File: config.mk
export PLATFORM = sky130hd
export DESIGN_NAME = instruction_fetch_unit
export DESIGN_NICKNAME = d
export VERILOG_FILES = /design/src/rtl/fetch_pkg.sv /design/src/rtl/fetch_skid_fifo.sv /design/src/rtl/instruction_fetch_unit.sv
export SDC_FILE = /design/constraint.sdc
export NUM_CORES = 1
export LEC_CHECK = 0
export ABC_AREA = 0
export CELL_PAD_IN_SITES_DETAIL_PLACEMENT = 0
export CELL_PAD_IN_SITES_GLOBAL_PLACEMENT = 1
export CORE_MARGIN = 2
export CORE_UTILIZATION = 41
export DETAILED_ROUTE_END_ITERATION = 10
export PLACE_DENSITY_LB_ADDON = 0.3
export SYNTH_ARGS = -nofsm -noshare
export SYNTH_HDL_FRONTEND = slang
export SYNTH_SLANG_ARGS = --single-unit
File: constraint.sdc
create_clock -name clk -period 7.9 [get_ports clk]
set_input_delay 1.185 -clock clk [delete_from_list [all_inputs] [get_ports clk]]
set_output_delay 1.185 -clock clk [all_outputs]
set_load 0.01 [all_outputs]
File: src/rtl/fetch_pkg.sv
// Shared types and constants for the instruction fetch unit.
package fetch_pkg;

  localparam int unsigned XLEN            = 32;
  localparam int unsigned INSTR_W         = 32;
  localparam logic [INSTR_W-1:0] NOP_INSTR = 32'h0;
  localparam int unsigned PC_STEP_DEFAULT = 4;

  // One fetched instruction together with the byte PC it came from.
  typedef struct packed {
    logic [INSTR_W-1:0] instr;
    logic [XLEN-1:0]    pc;
  } fetch_entry_t;

  // IDLE: no word returning this cycle; WAIT: memory word arrives this cycle.
  typedef enum logic {
    StIdle,
    StWait
  } fetch_state_e;

  // Byte PC to memory word address.
  function automatic logic [XLEN-1:0] word_addr(input logic [XLEN-1:0] pc);
    return {2'b00, pc[XLEN-1:2]};
  endfunction

endpackage

File: src/rtl/fetch_skid_fifo.sv
// Small circular FIFO of fetch entries, absorbing decode back-pressure.
module fetch_skid_fifo
  import fetch_pkg::*;
#(
  parameter int unsigned DEPTH = 2,
  localparam int unsigned CntW = $clog2(DEPTH + 1)
) (
  input  logic         clk,
  input  logic         reset,
  input  logic         flush,
  input  logic         push,
  input  fetch_entry_t push_data,
  input  logic         pop,
  output logic [CntW-1:0] count,
  output fetch_entry_t head
);

  localparam int unsigned PtrW = $clog2(DEPTH);

  fetch_entry_t   mem_q [DEPTH];
  logic [PtrW-1:0] rd_ptr_q;
  logic [PtrW-1:0] wr_ptr_q;
  logic [CntW-1:0] count_q;
  logic            do_push;
  logic            do_pop;

  // Guard against misuse: never pop empty, push into full only alongside a pop.
  always_comb begin
    do_pop  = pop && (count_q != '0);
    do_push = push && ((count_q != CntW'(DEPTH)) || do_pop);
    count   = count_q;
    head    = mem_q[rd_ptr_q];
  end

  // Pointer, count and storage update; flush drops everything buffered.
  always_ff @(posedge clk or posedge reset) begin
    if (reset) begin
      rd_ptr_q <= '0;
      wr_ptr_q <= '0;
      count_q  <= '0;
      for (int i = 0; i < int'(DEPTH); i++) begin
        mem_q[i] <= '{instr: NOP_INSTR, pc: '0};
      end
    end else if (flush) begin
      rd_ptr_q <= '0;
      wr_ptr_q <= '0;
      count_q  <= '0;
    end else begin
      if (do_push) begin
        mem_q[wr_ptr_q] <= push_data;
        wr_ptr_q        <= wr_ptr_q + PtrW'(1);
      end
      if (do_pop) begin
        rd_ptr_q <= rd_ptr_q + PtrW'(1);
      end
      count_q <= count_q + CntW'(do_push) - CntW'(do_pop);
    end
  end

endmodule

File: src/rtl/instruction_fetch_unit.sv
// Instruction fetch: PC, memory request tracking and credit-based issue
// into a skid FIFO feeding decode.
module instruction_fetch_unit
  import fetch_pkg::*;
#(
  parameter logic [31:0] RESET_PC   = 32'h0000_0000,
  parameter int unsigned PC_STEP    = PC_STEP_DEFAULT,
  parameter int unsigned FIFO_DEPTH = 2
) (
  input  logic        clk,
  input  logic        reset,
  input  logic        en,
  input  logic        redirect_valid,
  input  logic [31:0] redirect_pc,
  output logic [31:0] imem_addr,
  input  logic [31:0] imem_instr,
  output logic        out_valid,
  input  logic        out_ready,
  output logic [31:0] out_instr,
  output logic [31:0] out_pc
);

  localparam int unsigned CntW = $clog2(FIFO_DEPTH + 1);

  fetch_state_e    state_q;
  logic [31:0]     pc_q;
  logic [31:0]     req_pc_q;
  logic            req_q;
  logic [CntW-1:0] count;
  logic [CntW:0]   inflight;
  logic            pop;
  logic            push;
  logic            issue;
  fetch_entry_t    push_data;
  fetch_entry_t    head;
  logic            unused_redirect_lsb;

  assign unused_redirect_lsb = ^redirect_pc[1:0];

  // Credit check: buffered + returning - leaving must leave room for one more word.
  always_comb begin
    req_q     = (state_q == StWait);
    out_valid = (count != '0);
    pop       = out_valid && out_ready;
    inflight  = {1'b0, count} + (CntW + 1)'(req_q) - (CntW + 1)'(pop);
    issue     = en && !redirect_valid && (inflight < (CntW + 1)'(FIFO_DEPTH));
    push      = req_q && !redirect_valid;
    push_data = '{instr: imem_instr, pc: req_pc_q};
    imem_addr = word_addr(pc_q);
    out_instr = head.instr;
    out_pc    = head.pc;
  end

  // Request FSM and PC; redirect overrides any issue in the same cycle.
  always_ff @(posedge clk or posedge reset) begin
    if (reset) begin
      state_q  <= StIdle;
      pc_q     <= RESET_PC;
      req_pc_q <= '0;
    end else if (redirect_valid) begin
      state_q <= StIdle;
      pc_q    <= {redirect_pc[31:2], 2'b00};
    end else if (issue) begin
      state_q  <= StWait;
      req_pc_q <= pc_q;
      pc_q     <= pc_q + 32'(PC_STEP);
    end else begin
      state_q <= StIdle;
    end
  end

  // A redirect flushes the FIFO, which also voids any pop in that cycle.
  fetch_skid_fifo #(
    .DEPTH (FIFO_DEPTH)
  ) u_fifo (
    .clk       (clk),
    .reset     (reset),
    .flush     (redirect_valid),
    .push      (push),
    .push_data (push_data),
    .pop       (pop),
    .count     (count),
    .head      (head)
  );

endmodule

Word-level counts from Yosys, hierarchy flattened. Index checks and enable logic that the tools add are counted.

Equal/unequal tests: 1. Reduce and logical (&&, ||, !) cells: 15. Order comparisons: 4. Bitwise gates (word level): 3. $add $sub $neg: 7. Muxes and demuxes: 15.

Operators by type and width (number): 64-bit 2-to-1 mux (4); 128-bit bitwise mux (1); 64-bit demux with 1-bit select (1); 32-bit 2-to-1 mux (2); 32-bit by 3-bit adder with 32-bit output, second input constant (1); 2-bit nonzero test (4); 1-bit logical AND (7); 1-bit 2-to-1 mux (6); 2-bit >= comparator, second input constant (2); 1-bit NOT with 2-bit output (2); 2-bit AND reduction (2); 2-bit by 1-bit adder with 3-bit output (1); 3-bit by 2-bit less-than comparator with 1-bit output, second input constant (1); 3-bit by 1-bit subtractor with 3-bit output (1); 1-bit adder, second input constant (2); 2-bit by 1-bit adder with 2-bit output (1); 2-bit by 1-bit less-than comparator with 1-bit output, second input constant (1); 2-bit 2-to-1 mux (1); 2-bit inequality test, second input constant (1); 2-bit by 1-bit subtractor with 2-bit output (1); 1-bit logical NOT (1); 1-bit logical OR (1); 1-bit NOT (1).

Register bits after elaboration: 197. Output and inout port bits: 97. Word-level logic and storage cells: 55. Bits of input ports: 69.

Depth between registers and ports, before layout.
Word-level depth: 8. Gate-level depth with buffers: 14. Gate-level depth less buffers: 13.

Modules after synthesis. From an unflattened synthesis, not the netlist that was laid out.

Cell total of the unflattened synthesis: 709. Area total of the unflattened synthesis: 9137.5 um^2.

Modules (own cells, without submodules): fetch_skid_fifo (instances 1, area each 5973.2 um^2, cells each 364, seq. area each 3303.2 um^2); instruction_fetch_unit (instances 1, area each 3164.3 um^2, cells each 345, seq. area each 1526.5 um^2).

Least setup slack after synthesis. OpenSTA, ideal clock, no wires.

Path kind: input -> register. Start: in out_ready. End: reg pc_q[24]. Arrival time: 3.809 ns. Slack: 3.971 ns. Path buffers: 2. Setup time: 0.120 ns. Stages on the path: 12. Data required time: 7.780 ns. Cell sequence: and2_1 ha_1 inv_1 nand2_1 fa_1 nand4b_1 or4b_1 clkbuf_2 or4_1 buf_2 or2_0 a31o_1.

Cells in the longest elaborated chain, start to end: 5.

RTL lines: start, declared (RTL line instruction_fetch_unit.sv:18) `input logic out_ready,`; 1-bit logical AND (RTL line instruction_fetch_unit.sv:44) `pop = out_valid && out_ready;`; 3-bit by 1-bit subtractor with 3-bit output (RTL line instruction_fetch_unit.sv:45) `inflight = {1'b0, count} + (CntW + 1)'(req_q) - (CntW + 1)'(pop);`; 3-bit by 2-bit less-than comparator with 1-bit output (RTL line instruction_fetch_unit.sv:46) `issue = en && !redirect_valid && (inflight < (CntW + 1)'(FIFO_DEPTH));`; 1-bit logical AND (RTL line instruction_fetch_unit.sv:46); 2-bit nonzero test (no line); end signal, assigned (RTL line instruction_fetch_unit.sv:62) `pc_q <= {redirect_pc[31:2], 2'b00};`; end signal, assigned (RTL line instruction_fetch_unit.sv:66) `pc_q <= pc_q + 32'(PC_STEP);`; end, declared (RTL line instruction_fetch_unit.sv:26) `logic [31:0] pc_q;`.

No other way between the ends. A chain may end at the register's enable or synchronous reset.

Worst setup path after layout. Same ends and word-level chain as after synthesis.

==> flow_summary.toml <==
[layout]
diodes = 0
final_layout_size_suffix_gt1_share_pct = 27.4
fill_cells = 1732
final_core_utilization_pct = 54.2
finish.cell_count_without_fillers = 1135
fin_nets = 927
layout-area-overhead-vs-synth_pct = 29.2

[clock_network]
cts.clk_slew.worst_paths_ns = 0.07
clockRootBuffer = "sky130_fd_sc_hd__clkbuf_16"
clock_sink_total = 189
cts-buffers-inserted = 17
cts_resized = 0
postCtsSetupBuffers = 0
cts-root-to-sink-buffers = 2
ctsHoldBuffers = 0
clk_latency_ns = 0.42
cts_tree = "yes"
cts.htree.levels = 4

[route]
vias_per_cell = 5.17
vias = 5869
routed_wirelength_normalized_by_instance_count_um = 17.5
drt_pre_antenna_iters = 5
final_antenna_net_count = 0
postRouteWirelength_um = 19900
initialDrtViolationCount = 268
drc = 0

[pwr]
power.ir.vdd_worst_uv = 174
power_per_cell_area_nw_per_um2 = 382
power.static_leakage_uw = 0.00490
total_power_uw = 4210

[grt]
grt.overflow.total = 0
grt_use_total_pct = 18.6
grt_max_degree = 134
grt_use_met2_pct = 30.4
busiest_layer = "met2"
met1_track_utilization_from_global_routing_pct = 25.7
grt.met3_usage_pct = 2.64
initial_antenna_violation_count = 0
grt_pass1_wl_um = 32300
first_global_vias = 6091

[floorplanning]
die_area_um2 = 22000
number_of_top_level_pins = 166
core_area_um2 = 20300
initial_utilization_pct = 42.0
die_h_um = 148
num_rows = 52
die_w_um = 148

[timing]
report.final.slew_viol_count = 0
rsz_0062_raised_after_global_routing = "false"
hold_slack_ns = 0.494
worst_max_slew_pin_slew_ns = 0.915
finalSetupViolations = 0
fraction_of_the_cycle_the_final_worst_path_needs_pct = 53.2
finalCriticalPeriod_ns = 4.20
fin_worst_skew_ns = 0.00819
max-slew-margin-rel_pct = 39.0
final_hold_fails = 0
maxClockFrequency_ghz = 0.238
tns_ns = 0

[worst_setup_path]
path_class = "input port to flip-flop"
critPathCaptureType = "flip-flop"
crit_fanout = 7
worst_ep_required_time_ns = 8.22
worstSetupStartpointType = "input port"
arrival_time_at_the_worst_endpoint_ns = 4.52

[min_path]
hp-class = "flip-flop to flip-flop"

[synth]
post_synth_inst_count = 706
synth_top_cells_by_area = "sky130_fd_sc_hd__dfrtp_1, sky130_fd_sc_hd__mux2_2, sky130_fd_sc_hd__nand2_1, sky130_fd_sc_hd__clkbuf_1, sky130_fd_sc_hd__nand3_1"
ys_top_cells_by_count = "sky130_fd_sc_hd__dfrtp_1, sky130_fd_sc_hd__mux2_2, sky130_fd_sc_hd__nand2_1"
synth.cell_area_um2 = 8520
synth.lib_cells_used.distinct = 52
post-synth-top-area-fraction_pct = 55.5
synth_warnings = 0
post_synth.cell_area_avg_um2 = 12.1
synth.most_common_cell = "sky130_fd_sc_hd__dfrtp_1"
ys_seq_elements = 189
prevailing_post_synth_register_cell = "sky130_fd_sc_hd__dfrtp_1"
netlist.top_cell.by_area = "sky130_fd_sc_hd__dfrtp_1"
proportion_of_synthesized_chip_area_in_sequential_cells_pct = 55.5
async_flop_share_pct = 100
synth_edf_count = 0

[placed_design]
numPlacedInstances = 1104
port_buffers = 159
detailed_place_hpwl_um = 13100
finalWeightedCongestion = 0.806

[status]
status = "complete, no violations"

[run]
drv.max_cap_violation_count = 0
==> worst paths after layout <==
path / slack [ns] / depth (start not counted) / endpoint / start
worst max-delay path: 3.70 / 11 / pc_q[24] / out_ready
worst min-delay path: 0.49 / 2 / req_pc_q[16] / req_pc_q[16]
worst max register to register: 4.31 / 12 / pc_q[24] / u_fifo.count[1]
worst min register to register: 0.49 / 2 / req_pc_q[16] / req_pc_q[16]
max in group asynchronous: 5.25 / 3 / u_fifo.mem_q[95] / reset
min in group asynchronous: 1.37 / 2 / u_fifo.mem_q[112] / reset
==> worst max-delay path: stages <==
cell and delay (ns):
sky130_fd_sc_hd__clkdlybuf4s50_1 0.48, sky130_fd_sc_hd__and2_1 0.21, sky130_fd_sc_hd__ha_1 0.26, sky130_fd_sc_hd__inv_1 0.08
sky130_fd_sc_hd__nand2_1 0.08, sky130_fd_sc_hd__fa_1 0.51, sky130_fd_sc_hd__nand4b_1 0.10, sky130_fd_sc_hd__or4b_1 0.61
sky130_fd_sc_hd__or4_1 0.56, sky130_fd_sc_hd__or2_0 0.24, sky130_fd_sc_hd__a31o_1 0.21
==> metrics by stage <==
step | setup WS, ns | instance area (um2)
floorplan | 1.57 | 8530
global placement | 3.33 | 10400
detailed placement | 3.28 | 10400
CTS | 3.71 | 11000
global route | 3.58 | 11000
finish | 3.70 | 11000
==> registers in the layout (all words and copies together) (netlist names) <==
name,count
req_q,1
u_fifo.mem_q,124
pc_q,30
u_fifo.wr_ptr_q,1
req_pc_q,30
u_fifo.rd_ptr_q,1
u_fifo.count,2
==> placed cells by master (no fill, tap or decap), drive strengths merged, types with 9 or more instances in the layout <==
cell type / count
buf: 9
clkbuf: 21
clkdlybuf4s50: 159
dfrtp: 189
mux2: 186
nand2: 125
nand3: 21
nand4: 14
nor2: 15
o21ai: 15
==> cell type report <==
class / count / area [um2] / area share, %
clock buffers: 21 / 470 / 4.27
clock inverters: 10 / 163 / 1.48
inverters: 9 / 41.3 / 0.375
multi-input cells: 468 / 3600 / 32.7
flip-flops and latches: 189 / 4730 / 43.0
well taps: 270 / 338 / 3.07
repair buffers: 168 / 1660 / 15.1
==> where the power goes <==
| part | switching, uW | total (uW) | internal (uW) |
|---|---|---|---|
| clock | 356 | 910 | 554 |
| sequential | 277 | 1630 | 1350 |
| combinational | 701 | 1670 | 970 |
| total | 1330 | 4210 | 2870 |
==> kinds of logic (layout without fill, tap and decap cells) <==
kind of cell | Yosys count | after routing | synth area share, %
xor+xnor | 6 | 6 | 0.617
flops | 189 | 189 | 55.5
buf+inv | 52 | 208 | 2.50
mux | 188 | 188 | 24.8
compound gates | 55 | 55 | 4.61
other cells | 1 | 4 | 0.0440
simple gates | 210 | 210 | 11.1
fa+ha+maj | 5 | 5 | 0.822
==> per-layer routing <==
layer	up-vias	routed length, um
li1	2775	-
met1	2906	9070
met2	165	9640
met3	23	830
met4	0	309
met5	-	0
Power figures use the tool's default switching activity.
